[config.mk]
export PLATFORM = sky130hd
export DESIGN_NAME = jzjpcc_ram_arbiter_flat
export DESIGN_NICKNAME = d
export VERILOG_FILES = /design/src/rtl/jzjpcc_ram_arbiter_if.sv /design/src/rtl/jzjpcc_ram_arbiter.sv /design/src/flat_wrapper.sv
export SDC_FILE = /design/constraint.sdc
export NUM_CORES = 1
export LEC_CHECK = 0
export ABC_CLOCK_PERIOD_IN_PS = 1800
export BUFFER_PORTS_ARGS = -buffer_cell sky130_fd_sc_hd__clkbuf_2
export CAP_MARGIN = 0
export CORE_MARGIN = 2
export CORE_UTILIZATION = 40
export CTS_BUF_LIST = sky130_fd_sc_hd__clkbuf_16
export DETAILED_ROUTE_END_ITERATION = 12
export GPL_ROUTABILITY_DRIVEN = 0
export PLACE_DENSITY = 0.81
export SYNTH_ARGS = -nofsm -noshare
export SYNTH_HDL_FRONTEND = slang
export SYNTH_SLANG_ARGS = --single-unit
[constraint.sdc]
create_clock -name clock -period 1.8 [get_ports clock]
set_input_delay 0 -clock clock [delete_from_list [all_inputs] [get_ports clock]]
set_output_delay 0 -clock clock [all_outputs]
set_load 0.02 [all_outputs]
[src/rtl/jzjpcc_ram_arbiter_if.sv]
// Bus bundle between the pipeline requesters, the debug port, the SRAM and
// the RAM arbiter. The arbiter is the slave side; the master side is
// everything around it (fetch, memory stage, debugger and the SRAM itself).
interface jzjpcc_ram_arbiter_if #(
  parameter int PC_MAX_B = 13
);
  // instruction fetch port
  logic              fetchReq;
  logic [PC_MAX_B:2] fetchAddr;
  logic              fetchGrant;
  logic              fetchRValid;
  // memory-stage data port
  logic              dataReq;
  logic              dataWE;
  logic [PC_MAX_B:2] dataAddr;
  logic [31:0]       dataWData;
  logic [3:0]        dataByteEn;
  logic              dataGrant;
  logic              dataRValid;
  // debug / loader port
  logic              dbgReq;
  logic              dbgWE;
  logic [PC_MAX_B:2] dbgAddr;
  logic [31:0]       dbgWData;
  logic [3:0]        dbgByteEn;
  logic              dbgGrant;
  logic              dbgRValid;
  // pipeline freeze
  logic              haltCore;
  // SRAM side
  logic [PC_MAX_B:2] ramAddr;
  logic              ramWE;
  logic [31:0]       ramWData;
  logic [3:0]        ramByteEn;
  logic [31:0]       ramRData;
  // shared read data
  logic [31:0]       rData;

  modport slave (
    input  fetchReq, fetchAddr,
    output fetchGrant, fetchRValid,
    input  dataReq, dataWE, dataAddr, dataWData, dataByteEn,
    output dataGrant, dataRValid,
    input  dbgReq, dbgWE, dbgAddr, dbgWData, dbgByteEn,
    output dbgGrant, dbgRValid,
    output haltCore,
    output ramAddr, ramWE, ramWData, ramByteEn,
    input  ramRData,
    output rData
  );

  modport master (
    output fetchReq, fetchAddr,
    input  fetchGrant, fetchRValid,
    output dataReq, dataWE, dataAddr, dataWData, dataByteEn,
    input  dataGrant, dataRValid,
    output dbgReq, dbgWE, dbgAddr, dbgWData, dbgByteEn,
    input  dbgGrant, dbgRValid,
    input  haltCore,
    input  ramAddr, ramWE, ramWData, ramByteEn,
    output ramRData,
    input  rData
  );
endinterface

[src/rtl/jzjpcc_ram_arbiter.sv]
// Single-cycle arbiter sharing one synchronous single-ported SRAM between
// instruction fetch, the memory-stage data port and the debug port. Data has
// priority but fetch is forced through after STARVE_LIMIT denied cycles.
// A RUN/DRAIN/DEBUG sequencer freezes the pipeline for debugger access; the
// one-cycle DRAIN lets a read issued in the last RUN cycle return its data.
module jzjpcc_ram_arbiter #(
  parameter int RAM_A_WIDTH  = 12,
  parameter int PC_MAX_B     = RAM_A_WIDTH + 1,
  parameter int STARVE_LIMIT = 4
) (
  input logic                clock,
  input logic                reset,
  jzjpcc_ram_arbiter_if.slave bus
);

  typedef enum logic [1:0] {
    ST_RUN   = 2'd0,
    ST_DRAIN = 2'd1,
    ST_DEBUG = 2'd2
  } state_t;

  // Who owns the read data returning from the SRAM next cycle.
  typedef enum logic [1:0] {
    OWN_NONE  = 2'd0,
    OWN_FETCH = 2'd1,
    OWN_DATA  = 2'd2,
    OWN_DBG   = 2'd3
  } owner_t;

  localparam logic [3:0] STARVE_LIM = 4'(STARVE_LIMIT);
  localparam int         AW         = PC_MAX_B - 1;

  state_t            state_r;
  state_t            state_next_s;
  owner_t            owner_r;
  owner_t            owner_next_s;
  logic [3:0]        starve_cnt_r;
  logic [3:0]        starve_cnt_next_s;
  logic [PC_MAX_B:2] last_addr_r;
  logic [31:0]       last_wdata_r;

  logic              fetch_grant_s;
  logic              data_grant_s;
  logic              dbg_grant_s;
  logic [PC_MAX_B:2] sel_addr_s;
  logic [31:0]       sel_wdata_s;
  logic              sel_we_s;
  logic [3:0]        sel_be_s;

  // Grant selection: priority arbitration in RUN, debug-only in DEBUG, none in DRAIN or reset.
  always_comb begin
    fetch_grant_s = 1'b0;
    data_grant_s  = 1'b0;
    dbg_grant_s   = 1'b0;
    if (reset) begin
      fetch_grant_s = 1'b0;
    end else begin
      case (state_r)
        ST_RUN: begin
          if (bus.dataReq && (starve_cnt_r < STARVE_LIM)) begin
            data_grant_s = 1'b1;
          end else if (bus.fetchReq) begin
            fetch_grant_s = 1'b1;
          end else if (bus.dataReq) begin
            data_grant_s = 1'b1;
          end else begin
            data_grant_s = 1'b0;
          end
        end
        ST_DRAIN: dbg_grant_s = 1'b0;
        ST_DEBUG: dbg_grant_s = bus.dbgReq;
        default:  dbg_grant_s = 1'b0;
      endcase
    end
  end

  // SRAM request mux; address and write data hold their last value when idle.
  always_comb begin
    sel_addr_s  = last_addr_r;
    sel_wdata_s = last_wdata_r;
    sel_we_s    = 1'b0;
    sel_be_s    = 4'b0000;
    if (fetch_grant_s) begin
      sel_addr_s = bus.fetchAddr;
    end else if (data_grant_s) begin
      sel_addr_s  = bus.dataAddr;
      sel_wdata_s = bus.dataWData;
      sel_we_s    = bus.dataWE;
      sel_be_s    = bus.dataByteEn;
    end else if (dbg_grant_s) begin
      sel_addr_s  = bus.dbgAddr;
      sel_wdata_s = bus.dbgWData;
      sel_we_s    = bus.dbgWE;
      sel_be_s    = bus.dbgByteEn;
    end else begin
      sel_we_s = 1'b0;
    end
  end

  // Halt sequencer next state: RUN -> DRAIN on a debug request, DRAIN always moves on.
  always_comb begin
    state_next_s = state_r;
    case (state_r)
      ST_RUN: begin
        if (bus.dbgReq) begin
          state_next_s = ST_DRAIN;
        end else begin
          state_next_s = ST_RUN;
        end
      end
      ST_DRAIN: state_next_s = ST_DEBUG;
      ST_DEBUG: begin
        if (bus.dbgReq) begin
          state_next_s = ST_DEBUG;
        end else begin
          state_next_s = ST_RUN;
        end
      end
      default: state_next_s = ST_RUN;
    endcase
  end

  // Fetch starvation counter and read-owner tag for the next cycle.
  always_comb begin
    starve_cnt_next_s = starve_cnt_r;
    owner_next_s      = OWN_NONE;
    if (state_r == ST_DEBUG) begin
      starve_cnt_next_s = 4'd0;
    end else if (fetch_grant_s || !bus.fetchReq) begin
      starve_cnt_next_s = 4'd0;
    end else if (starve_cnt_r >= STARVE_LIM) begin
      starve_cnt_next_s = STARVE_LIM;
    end else begin
      starve_cnt_next_s = starve_cnt_r + 4'd1;
    end
    if (fetch_grant_s) begin
      owner_next_s = OWN_FETCH;
    end else if (data_grant_s && !bus.dataWE) begin
      owner_next_s = OWN_DATA;
    end else if (dbg_grant_s && !bus.dbgWE) begin
      owner_next_s = OWN_DBG;
    end else begin
      owner_next_s = OWN_NONE;
    end
  end

  // State, counter, owner tag and held RAM address/data registers.
  always_ff @(posedge clock) begin
    if (reset) begin
      state_r      <= ST_RUN;
      owner_r      <= OWN_NONE;
      starve_cnt_r <= 4'd0;
      last_addr_r  <= {AW{1'b0}};
      last_wdata_r <= 32'h0000_0000;
    end else begin
      state_r      <= state_next_s;
      owner_r      <= owner_next_s;
      starve_cnt_r <= starve_cnt_next_s;
      last_addr_r  <= sel_addr_s;
      last_wdata_r <= sel_wdata_s;
    end
  end

  // Output drive; a cycle with reset high presents reset values everywhere.
  always_comb begin
    bus.fetchGrant  = fetch_grant_s;
    bus.dataGrant   = data_grant_s;
    bus.dbgGrant    = dbg_grant_s;
    bus.fetchRValid = !reset && (owner_r == OWN_FETCH);
    bus.dataRValid  = !reset && (owner_r == OWN_DATA);
    bus.dbgRValid   = !reset && (owner_r == OWN_DBG);
    bus.haltCore    = !reset && (state_r != ST_RUN);
    bus.ramWE       = sel_we_s;
    bus.ramByteEn   = sel_be_s;
    bus.rData       = bus.ramRData;
    if (reset) begin
      bus.ramAddr  = {AW{1'b0}};
      bus.ramWData = 32'h0000_0000;
    end else begin
      bus.ramAddr  = sel_addr_s;
      bus.ramWData = sel_wdata_s;
    end
  end

endmodule

[src/flat_wrapper.sv]
// flat-port wrapper written by rule: the top's interface ports become plain ports
module jzjpcc_ram_arbiter_flat 
#(
  parameter int RAM_A_WIDTH  = 12,
  parameter int PC_MAX_B     = RAM_A_WIDTH + 1,
  parameter int STARVE_LIMIT = 4
)
  (clock, reset, bus_fetchReq, bus_fetchAddr, bus_fetchGrant, bus_fetchRValid, bus_dataReq, bus_dataWE, bus_dataAddr, bus_dataWData, bus_dataByteEn, bus_dataGrant, bus_dataRValid, bus_dbgReq, bus_dbgWE, bus_dbgAddr, bus_dbgWData, bus_dbgByteEn, bus_dbgGrant, bus_dbgRValid, bus_haltCore, bus_ramAddr, bus_ramWE, bus_ramWData, bus_ramByteEn, bus_ramRData, bus_rData);
  jzjpcc_ram_arbiter_if #(.PC_MAX_B(PC_MAX_B)) bus_i ();
  input logic clock;
  input logic reset;
  input wire logic [$bits(bus_i.fetchReq)-1:0] bus_fetchReq;
  input wire logic [$bits(bus_i.fetchAddr)-1:0] bus_fetchAddr;
  output wire logic [$bits(bus_i.fetchGrant)-1:0] bus_fetchGrant;
  output wire logic [$bits(bus_i.fetchRValid)-1:0] bus_fetchRValid;
  input wire logic [$bits(bus_i.dataReq)-1:0] bus_dataReq;
  input wire logic [$bits(bus_i.dataWE)-1:0] bus_dataWE;
  input wire logic [$bits(bus_i.dataAddr)-1:0] bus_dataAddr;
  input wire logic [$bits(bus_i.dataWData)-1:0] bus_dataWData;
  input wire logic [$bits(bus_i.dataByteEn)-1:0] bus_dataByteEn;
  output wire logic [$bits(bus_i.dataGrant)-1:0] bus_dataGrant;
  output wire logic [$bits(bus_i.dataRValid)-1:0] bus_dataRValid;
  input wire logic [$bits(bus_i.dbgReq)-1:0] bus_dbgReq;
  input wire logic [$bits(bus_i.dbgWE)-1:0] bus_dbgWE;
  input wire logic [$bits(bus_i.dbgAddr)-1:0] bus_dbgAddr;
  input wire logic [$bits(bus_i.dbgWData)-1:0] bus_dbgWData;
  input wire logic [$bits(bus_i.dbgByteEn)-1:0] bus_dbgByteEn;
  output wire logic [$bits(bus_i.dbgGrant)-1:0] bus_dbgGrant;
  output wire logic [$bits(bus_i.dbgRValid)-1:0] bus_dbgRValid;
  output wire logic [$bits(bus_i.haltCore)-1:0] bus_haltCore;
  output wire logic [$bits(bus_i.ramAddr)-1:0] bus_ramAddr;
  output wire logic [$bits(bus_i.ramWE)-1:0] bus_ramWE;
  output wire logic [$bits(bus_i.ramWData)-1:0] bus_ramWData;
  output wire logic [$bits(bus_i.ramByteEn)-1:0] bus_ramByteEn;
  input wire logic [$bits(bus_i.ramRData)-1:0] bus_ramRData;
  output wire logic [$bits(bus_i.rData)-1:0] bus_rData;
  assign bus_i.fetchReq = bus_fetchReq;
  assign bus_i.fetchAddr = bus_fetchAddr;
  assign bus_fetchGrant = bus_i.fetchGrant;
  assign bus_fetchRValid = bus_i.fetchRValid;
  assign bus_i.dataReq = bus_dataReq;
  assign bus_i.dataWE = bus_dataWE;
  assign bus_i.dataAddr = bus_dataAddr;
  assign bus_i.dataWData = bus_dataWData;
  assign bus_i.dataByteEn = bus_dataByteEn;
  assign bus_dataGrant = bus_i.dataGrant;
  assign bus_dataRValid = bus_i.dataRValid;
  assign bus_i.dbgReq = bus_dbgReq;
  assign bus_i.dbgWE = bus_dbgWE;
  assign bus_i.dbgAddr = bus_dbgAddr;
  assign bus_i.dbgWData = bus_dbgWData;
  assign bus_i.dbgByteEn = bus_dbgByteEn;
  assign bus_dbgGrant = bus_i.dbgGrant;
  assign bus_dbgRValid = bus_i.dbgRValid;
  assign bus_haltCore = bus_i.haltCore;
  assign bus_ramAddr = bus_i.ramAddr;
  assign bus_ramWE = bus_i.ramWE;
  assign bus_ramWData = bus_i.ramWData;
  assign bus_ramByteEn = bus_i.ramByteEn;
  assign bus_i.ramRData = bus_ramRData;
  assign bus_rData = bus_i.rData;
  jzjpcc_ram_arbiter #(.RAM_A_WIDTH(RAM_A_WIDTH), .PC_MAX_B(PC_MAX_B), .STARVE_LIMIT(STARVE_LIMIT)) u_core (.clock(clock), .reset(reset), .bus(bus_i));
endmodule
==> flow_summary.ini <==
[sta]
fin_crit_ps = 2070
final-hold-violation-count = 0
skew_ps = 4.56
setup_violations = 50
report.final.slew_viol_count = 0
timing.final.crit_share_pct = 115
setup_slack_ps = -267
max_freq_mhz = 484
rsz0062_at_grt = true
finalSetupTns_ps = -8640

[critical_path]
path_class = register to output port
path_common_cell = buf_12
worstPathMaxFanout = 7
slowest_stage = or3b_4
slowest_delay_ps = 420
cp-start-kind = register
crit_chain = or3b_4, a31oi_4, buf_12, buf_12, buf_16, o21ai_1, o2bb2ai_2, buf_6
critPathArrivalTime_ps = 2070
cp_top_family = buffers and inverters
cp-end-kind = output port
required_ps = 1800
cp_num_buf_inv = 4

[detailed_routing]
drt_iter0_markers = 116
m1WireLength_um = 4050
via_count = 3314
ant_nets = 0
drtPass1Iterations = 4
route.top_layer_used = met4
wl_met3_um = 573
wl_per_cell_um = 17.0
drc = 0
routed_via_density = 5.29
totalWireLength_um = 10600
wl_met2_um = 5810

[clock_network]
cts_root_buf = clkbuf_16
clk_pin_slew_worst_paths_ps = 70
ctsHtreeMaxLevel = 2
clk_latency_ps = 290
clkSinkCount = 52
clock_path_buffers = 2
cts_buffers = 5
cts_tree = yes

[floorplanning]
start_util_pct = 41.2
die_w_um = 90.4
ios = 235
dieArea_um2 = 8170
coreArea_um2 = 7250
rows = 31
die_h_um = 90.4

[yosys]
synthTopCellsByCount = 88 x nand2_1, 52 x dfxtp_1, 45 x o21ai_0
synthArstFlopShare_pct = 0
syn_area_um2 = 2990
synth_seq_area_share_pct = 34.9
synth_edf_count = 0
synth_top_area_share_pct = 34.9
yosysMostFrequentCell = nand2_1
ys_ff_latch = 52
synth.distinct_cells = 34
ys_dominant_reg_cell = dfxtp_1
syn_nets = 518
synth.area.top_cells = dfxtp_1 35%, nand2_1 11%, o2bb2ai_1 10%, and3_1 9.2%, buf_4 8.3%
syn-mean-instance-area_um2 = 8.07
yosys.area.top_type = dfxtp_1
ys_warn_count = 0
syn_inst = 370

[grt]
grt_remaining_overflow = 0
grt_pass1_wl_um = 15600
antenna_found_initial = 0
grt_usage_pct = 23.1
grt_pass1_vias = 3338
grt_max_degree = 57

[cells_and_area]
drive_gt1_share_pct = 49.3
final_util_pct = 65.0
fin_nets = 674
area_growth_syn_to_layout_pct = 57.8
n_antenna_cell = 0

[placed_design]
dp_hpwl_um = 6640
port_buffers = 170

[status]
failed_checks = setup timing
status = finished with violations

[flow_run]
drv_cap = 0

[power_and_ir_drop]
cellPowerDensity_nw_per_um2 = 722
p_leak_nw = 2.03
max-vdd-ir-drop_mv = 0.436

[hold_path]
hold_class = input port to output port
-- area by class of cell --
| type | count | area [um^2] |
|---|---|---|
| multi-input cells | 253 | 1760 |
| repair buffers | 210 | 1600 |
| well taps | 99 | 124 |
| flip-flops and latches | 52 | 1050 |
| inverters | 4 | 18.8 |
| fillers | 593 | 2540 |
| clock inverters | 3 | 38.8 |
| clock buffers | 5 | 125 |
-- cell usage in the layout (no fill, tap or decap), types with 3 or more instances in the layout --
cell           instances
a22o_1                 5
dfxtp_2                4
o21ai_0               17
dfxtp_1               48
o2bb2ai_2             26
buf_4                 28
clkbuf_8              11
nor2_1                 5
nand2_1               88
clkbuf_16              7
buf_12                 7
o21ai_2               16
o21ai_1               10
dlygate4sd3_1         15
clkbuf_2             126
o2bb2ai_1             17
inv_1                  3
buf_6                 17
and3_1                44
-- registers in the layout (all words and copies together), names as in the netlist --
name	flops
u_core.owner_r	2
u_core.starve_cnt_r	4
u_core.state_r	2
u_core.last_addr_r	12
u_core.last_wdata_r	32
-- stage by stage --
step	hold WS (ps)	setup slack [ps]	cells	total power [mW]	instance area [um^2]
after floorplan	94.3	57.4	370	1.85	2990
after global placement	0.137	77.1	589	2.02	3700
after detailed placement	0.137	81.9	589	2.05	3700
after CTS	0.137	-201	618	3.27	4360
after global routing	0.0289	-341	626	3.56	4710
final	0.00561	-267	626	3.40	4710
-- layer usage --
metal,up-vias,global-route usage (%)
li1,1579,-
met1,1578,24.6
met2,133,45.3
met3,24,4.67
met4,0,6.54
met5,-,0
-- repair_timing --
| item | in CTS | in global routing |
|---|---|---|
| resized for setup | 87 | 99 |
| hold endpoints to repair | 16 | 0 |
| hold buffers | 15 | 0 |
| setup endpoints to repair | 49 | 49 |
| setup buffers | 4 | 5 |
| pin swaps | 5 | 24 |
| gates cloned | 2 | 3 |
-- report_power, final --
group	switching (mW)	internal [mW]
registers	0.0534	1.24
clock network	0.431	0.650
logic	0.514	0.514
total	0.998	2.40
-- logic make-up after synthesis --
logic type	Yosys count	synth area share, %
buffers and inverters	65	14.0
AO/OA/AOI/OAI	99	25.3
flip-flops	52	34.9
adder cells (fa/ha/maj)	1	0.419
other	1	0.126
AND/OR/NAND/NOR	152	25.3
-- path summary, 6_finish.rpt --
kind	start	to	slack, ps	cells after the start
setup / recovery	u_core.starve_cnt_r[3]	bus_ramAddr[11]	-270	8
hold / removal	bus_ramRData[2]	bus_rData[2]	0.006	0
hold reg to reg	u_core.starve_cnt_r[0]	u_core.starve_cnt_r[0]	430	1
setup reg to reg	u_core.starve_cnt_r[3]	u_core.last_wdata_r[20]	-130	9
(Power assumes the default switching activity.)
